===== src/rtl/uart_pkg.sv =====
// Shared definitions for the UART receive path: receiver state encoding,
// default frame geometry and the idle level of the serial line.
// Build option: UART_RX_PARITY_EN adds a PARITY state (even parity bit).
package uart_pkg;

  localparam int   DEF_DATA_BITS  = 8;
  localparam int   DEF_OVERSAMPLE = 16;
  localparam logic LINE_IDLE      = 1'b1;

  typedef enum logic [2:0] {
    IDLE   = 3'd0,
    START  = 3'd1,
    DATA   = 3'd2,
`ifdef UART_RX_PARITY_EN
    PARITY = 3'd3,
`endif
    STOP   = 3'd4
  } rx_state_e;

endpackage


===== src/rtl/sync_2ff.sv =====
// Two-flop synchronizer for a single asynchronous input. The reset value is
// a parameter so a line can come out of reset already at its idle level.
module sync_2ff #(
  parameter logic RESET_VAL = 1'b0
) (
  input  logic clk,
  input  logic rst_n,
  input  logic d,
  output logic q
);

  logic meta_q;
  logic sync_q;

  // Two back-to-back flops; only sync_q is used downstream.
  always_ff @(posedge clk or negedge rst_n) begin
    if (!rst_n) begin
      meta_q <= RESET_VAL;
      sync_q <= RESET_VAL;
    end else begin
      meta_q <= d;
      sync_q <= meta_q;
    end
  end

  assign q = sync_q;

endmodule


===== src/rtl/uart_rx.sv =====
// UART receiver: oversampled start/data/stop framing, LSB first, with a
// one-entry output buffer.
// Build option: UART_RX_PARITY_EN adds an even-parity bit after the data
// bits and the rx_parity_err output.
//
// Output handshake: rx_valid=1 means rx_data holds an unread byte and
// rx_data is stable while rx_valid stays high. The byte is consumed on any
// clk edge where rx_valid & rx_ready. A frame finishing while the buffer is
// still full and not being consumed is dropped and flagged with rx_overrun.
module uart_rx
  import uart_pkg::*;
#(
  parameter int DATA_BITS  = DEF_DATA_BITS,
  parameter int OVERSAMPLE = DEF_OVERSAMPLE
) (
  input  logic                 clk,
  input  logic                 rst_n,
  input  logic                 tick_baud,
  input  logic                 rx,
  output logic [DATA_BITS-1:0] rx_data,
  output logic                 rx_valid,
  input  logic                 rx_ready,
  output logic                 rx_frame_err,
`ifdef UART_RX_PARITY_EN
  output logic                 rx_parity_err,
`endif
  output logic                 rx_overrun
);

  localparam int CNT_W = $clog2(OVERSAMPLE);
  localparam int BIT_W = (DATA_BITS > 1) ? $clog2(DATA_BITS) : 1;

  localparam logic [CNT_W-1:0] TICK_MID  = CNT_W'(OVERSAMPLE / 2 - 1);
  localparam logic [CNT_W-1:0] TICK_LAST = CNT_W'(OVERSAMPLE - 1);
  localparam logic [BIT_W-1:0] BIT_LAST  = BIT_W'(DATA_BITS - 1);

  logic                 rx_s;
  rx_state_e            state_q, state_d;
  logic [CNT_W-1:0]     tick_cnt_q, tick_cnt_d;
  logic [BIT_W-1:0]     bit_cnt_q, bit_cnt_d;
  logic [DATA_BITS-1:0] shift_q, shift_d;
  logic                 rx_prev_q, rx_prev_d;
  logic                 frame_done;
  logic                 frame_err_d;
  logic                 load;
  logic                 overrun_d;
`ifdef UART_RX_PARITY_EN
  logic                 parity_bad_q, parity_bad_d;
  logic                 parity_err_d;
`endif

  sync_2ff #(
    .RESET_VAL (LINE_IDLE)
  ) u_sync (
    .clk   (clk),
    .rst_n (rst_n),
    .d     (rx),
    .q     (rx_s)
  );

  // Next-state, counter and shift-register logic; everything moves on tick_baud only.
  always_comb begin
    state_d     = state_q;
    tick_cnt_d  = tick_cnt_q;
    bit_cnt_d   = bit_cnt_q;
    shift_d     = shift_q;
    rx_prev_d   = tick_baud ? rx_s : rx_prev_q;
    frame_done  = 1'b0;
    frame_err_d = 1'b0;
`ifdef UART_RX_PARITY_EN
    parity_bad_d = parity_bad_q;
    parity_err_d = 1'b0;
`endif
    if (tick_baud) begin
      case (state_q)
        IDLE: begin
          // A start needs a high sample followed by a low one, so a line
          // stuck low never retriggers.
          if (!rx_s && rx_prev_q) begin
            tick_cnt_d = '0;
            state_d    = START;
          end
        end
        START: begin
          if (tick_cnt_q == TICK_MID) begin
            if (!rx_s) begin
              tick_cnt_d = '0;
              bit_cnt_d  = '0;
`ifdef UART_RX_PARITY_EN
              parity_bad_d = 1'b0;
`endif
              state_d    = DATA;
            end else begin
              state_d = IDLE;
            end
          end else begin
            tick_cnt_d = tick_cnt_q + 1'b1;
          end
        end
        DATA: begin
          if (tick_cnt_q == TICK_LAST) begin
            tick_cnt_d                = '0;
            shift_d                   = shift_q >> 1;
            shift_d[DATA_BITS-1]      = rx_s;
            bit_cnt_d                 = bit_cnt_q + 1'b1;
            if (bit_cnt_q == BIT_LAST) begin
`ifdef UART_RX_PARITY_EN
              state_d = PARITY;
`else
              state_d = STOP;
`endif
            end
          end else begin
            tick_cnt_d = tick_cnt_q + 1'b1;
          end
        end
`ifdef UART_RX_PARITY_EN
        PARITY: begin
          if (tick_cnt_q == TICK_LAST) begin
            tick_cnt_d   = '0;
            parity_bad_d = ^{shift_q, rx_s};
            parity_err_d = ^{shift_q, rx_s};
            state_d      = STOP;
          end else begin
            tick_cnt_d = tick_cnt_q + 1'b1;
          end
        end
`endif
        STOP: begin
          if (tick_cnt_q == TICK_LAST) begin
            tick_cnt_d = '0;
            state_d    = IDLE;
            if (rx_s) begin
`ifdef UART_RX_PARITY_EN
              frame_done = !parity_bad_q;
`else
              frame_done = 1'b1;
`endif
            end else begin
              frame_err_d = 1'b1;
            end
          end else begin
            tick_cnt_d = tick_cnt_q + 1'b1;
          end
        end
        default: state_d = IDLE;
      endcase
    end
  end

  // A finished frame goes into the buffer if it is empty or being drained this cycle.
  always_comb begin
    load      = frame_done && (!rx_valid || rx_ready);
    overrun_d = frame_done && rx_valid && !rx_ready;
  end

  // State, counters and the sampled-line history.
  always_ff @(posedge clk or negedge rst_n) begin
    if (!rst_n) begin
      state_q    <= IDLE;
      tick_cnt_q <= '0;
      bit_cnt_q  <= '0;
      shift_q    <= '0;
      rx_prev_q  <= LINE_IDLE;
`ifdef UART_RX_PARITY_EN
      parity_bad_q <= 1'b0;
`endif
    end else begin
      state_q    <= state_d;
      tick_cnt_q <= tick_cnt_d;
      bit_cnt_q  <= bit_cnt_d;
      shift_q    <= shift_d;
      rx_prev_q  <= rx_prev_d;
`ifdef UART_RX_PARITY_EN
      parity_bad_q <= parity_bad_d;
`endif
    end
  end

  // Output buffer and single-cycle status pulses.
  always_ff @(posedge clk or negedge rst_n) begin
    if (!rst_n) begin
      rx_data      <= '0;
      rx_valid     <= 1'b0;
      rx_frame_err <= 1'b0;
      rx_overrun   <= 1'b0;
`ifdef UART_RX_PARITY_EN
      rx_parity_err <= 1'b0;
`endif
    end else begin
      if (load) begin
        rx_data  <= shift_q;
        rx_valid <= 1'b1;
      end else if (rx_ready) begin
        rx_valid <= 1'b0;
      end
      rx_frame_err <= frame_err_d;
      rx_overrun   <= overrun_d;
`ifdef UART_RX_PARITY_EN
      rx_parity_err <= parity_err_d;
`endif
    end
  end

endmodule


===== config.mk =====
export PLATFORM = sky130hd
export DESIGN_NAME = uart_rx
export DESIGN_NICKNAME = d
export VERILOG_FILES = /design/src/rtl/uart_pkg.sv /design/src/rtl/sync_2ff.sv /design/src/rtl/uart_rx.sv
export SDC_FILE = /design/constraint.sdc
export NUM_CORES = 1
export LEC_CHECK = 0
export CORE_MARGIN = 1
export CORE_UTILIZATION = 30
export CTS_CLUSTER_SIZE = 25
export DETAILED_ROUTE_END_ITERATION = 10
export PLACE_DENSITY = 0.45
export SYNTH_ARGS = -nofsm -noshare
export SYNTH_HDL_FRONTEND = slang
export SYNTH_HIERARCHICAL = 1
export SYNTH_SLANG_ARGS = --single-unit

===== constraint.sdc =====
create_clock -name clk -period 2.1 [get_ports clk]
set_input_delay 0.525 -clock clk [delete_from_list [all_inputs] [get_ports clk]]
set_output_delay 0.525 -clock clk [all_outputs]
set_load 0.01 [all_outputs]

==> metrics.cfg <==
[pwr]
p_leak_uw = 0.000875
p_per_area_mw_per_mm2 = 839
p_total_uw = 1590
irDropWorstVdd_v = 0.000329

[routing]
drc = 0
route.vias.total = 993
wirelength_met1_um = 1350
wl_per_cell_um = 13.2
drtAntennaViolNets = 0
wirelength_um = 2800
viasPerCell = 4.68
dr.first_iter.drc_count = 46
met2_length_um = 1330
route.top_layer_used = met4
first_pass_iters = 4
met3_wirelength_um = 88

[logic_synthesis]
ys_top_cells_by_area = dfrtp_1 47%, mux2_4 7.8%, mux2_1 5.9%
synth_area_mm2 = 0.00154
synth_top_area_share_pct = 47.2
ys_seq_area_share_pct = 52.3
syn_area_per_cell_um2 = 12.9
synth_nets = 127
async_flop_share_pct = 100
synth_edf_count = 0
ys.flop_type = dfrtp_1
synth_top_area_cell = dfrtp_1
yosys_warnings = 6
ys_types = 46
syn_inst = 119
synth-seq-cells = 32
yosysMostFrequentCell = dfrtp_1
synth_commonest_cells = 29 x dfrtp_1, 8 x mux2_1, 8 x mux2_4, 6 x nor2_1

[setup_path]
path_delay_family = buffers and inverters
crit_fanout = 8
cp_data_required_time_ps = 2260
path_buf_inv = 2
cp_cell_sequence = clkdlybuf4s50_1, nor2b_1, nand4_4, nor2b_2, buf_12, mux2_4
crit_arrival_ps = 2040
endpoint_kind = flip-flop
start_kind = primary input
crit_slowest_cell = clkdlybuf4s50_1
path_class = primary input to flip-flop
cpPeakStageDelay_ps = 480

[cts]
cts_resized = 0
path_clk_slew_ps = 60
clkSinkCount = 32
cts_root_buffer = clkbuf_8
clk_path_buf_depth = 2
htree_num_levels = 2
clock_latency_ps = 280
cts_made_buffers = 5
cts_tree = built
hold_buffers = 0
postCtsSetupBuffers = 0

[floorplan]
ioPinCount = 16
die_w_um = 73.6
die_area_mm2 = 0.00542
rows = 25
die_y_um = 73.6
start_util_pct = 31.9
core_area_mm2 = 0.00482

[timing]
grt_setup_unrepaired = false
hold_viol_final = 0
fin_crit_sh_pct = 89.4
setup_viol = 0
maxSlewViolCount = 0
fmax_mhz = 533
timing.setup.tns_ps = 0
tightest_slew_ps = 408
skew_ps = 3.52
relSlewSlack_pct = 72.8
fin_crit_ps = 1880

[placement]
dp_hpwl_um = 1910
place_congestion = 0.704
port_buffers = 15

[global_route]
grt_max_degree = 33
grt_overflow_total = 0
grt_pass1_vias = 1040
grt_usage_pct = 12.1
antenna_found_initial = 0
grt_pass1_wl_um = 4760

[cells_and_area]
drive_above_1_share_pct = 22.8
antenna_cells = 0
final_nets = 152
syn2layout_area_growth_pct = 23.3

[job]
maxCapViolCount = 0

[status]
status = completed

[worst_hold_path]
hold_class = flip-flop to flip-flop

## power breakdown
group          total [µW]  internal (µW)  switching (µW)  leakage (µW)
logic                 365            169             195      0.000401
clock network         484            267             217     0.0000455
registers             744            672            72.4      0.000428
total                1590           1110             484      0.000875
## logic make-up after synthesis
logic type / share of synthesized area, %
adders and majority gates: 2.44
muxes: 15.1
AOI/OAI and AO/OA: 13.4
xor gates and xnor gates: 0.569
DFF: 52.3
and+or+nand+nor: 12.8
buffers and inverters: 3.41
## final timing paths
kind,from,to,slack (ps),cells after the start
worst max-delay path,tick_baud,rx_data[5]$_DFFE_PN0P_,220,6
worst min-delay path,u_sync/meta_q$_DFF_PN1_,u_sync/q$_DFF_PN1_,360,0
worst max register to register,tick_cnt_q[0]$_DFFE_PN0P_,state_q[1]$_DFFE_PN0P_,260,6
worst min register to register,u_sync/meta_q$_DFF_PN1_,u_sync/q$_DFF_PN1_,360,0
max in group asynchronous,rst_n,u_sync/meta_q$_DFF_PN1_,1130,2
min in group asynchronous,rst_n,rx_data[1]$_DFFE_PN0P_,640,2
## metrics by stage
stage / util, % / hold slack (ps) / setup WS [ps] / cell area [µm²] / instances
after floorplan: - / 229 / 357 / 1540 / 119
after global placement: 37.5 / 348 / -45.2 / 1810 / 204
after detailed placement: 37.5 / 348 / -64.3 / 1810 / 204
after CTS: 39.4 / 358 / 212 / 1900 / 212
after global routing: 39.4 / 361 / 153 / 1900 / 212
final: 39.4 / 356 / 223 / 1900 / 212
## state kept, by name, summed over array words and instances, names as in the netlist, 3 cells and up
signal / flops
rx_data: 8
shift_q: 8
tick_cnt_q: 4
bit_cnt_q: 3
state_q: 3
## layout by cell type (no fill, tap or decap), types with 3 or more instances in the layout
cell and count:
a21boi_1 3, a32o_1 3, buf_4 8, clkbuf_8 6, clkdlybuf4s50_1 15, dfrtp_1 29
dfstp_2 3, ha_1 3, mux2_1 8, mux2_4 8, nand2_1 3, nand2b_1 3
nand3_1 3, nor2_1 6, nor2b_1 3, o21ai_0 3
## worst register-to-register path, delay by kind of cell (launching register included)
family	cells	cell delay (ps)
and+or+nand+nor	3	640
DFF	1	400
adders and majority gates	1	290
AOI/OAI and AO/OA	1	240
buffers and inverters	1	170
## layout make-up
class	count	area [µm²]
Timing Repair Buffer	24	230
Sequential cell	32	805
Multi-Input combinational cell	79	682
Clock buffer	8	90.1
Tap cell	67	83.8
Fill cell	485	2920
Inverter	2	7.51
## metal layers
metal	vias to the layer above	global-route usage [%]
li1	493	-
met1	485	14.9
met2	11	18.5
met3	4	5.21
met4	0	5.13
met5	-	0
Power figures use the tool's default switching activity.
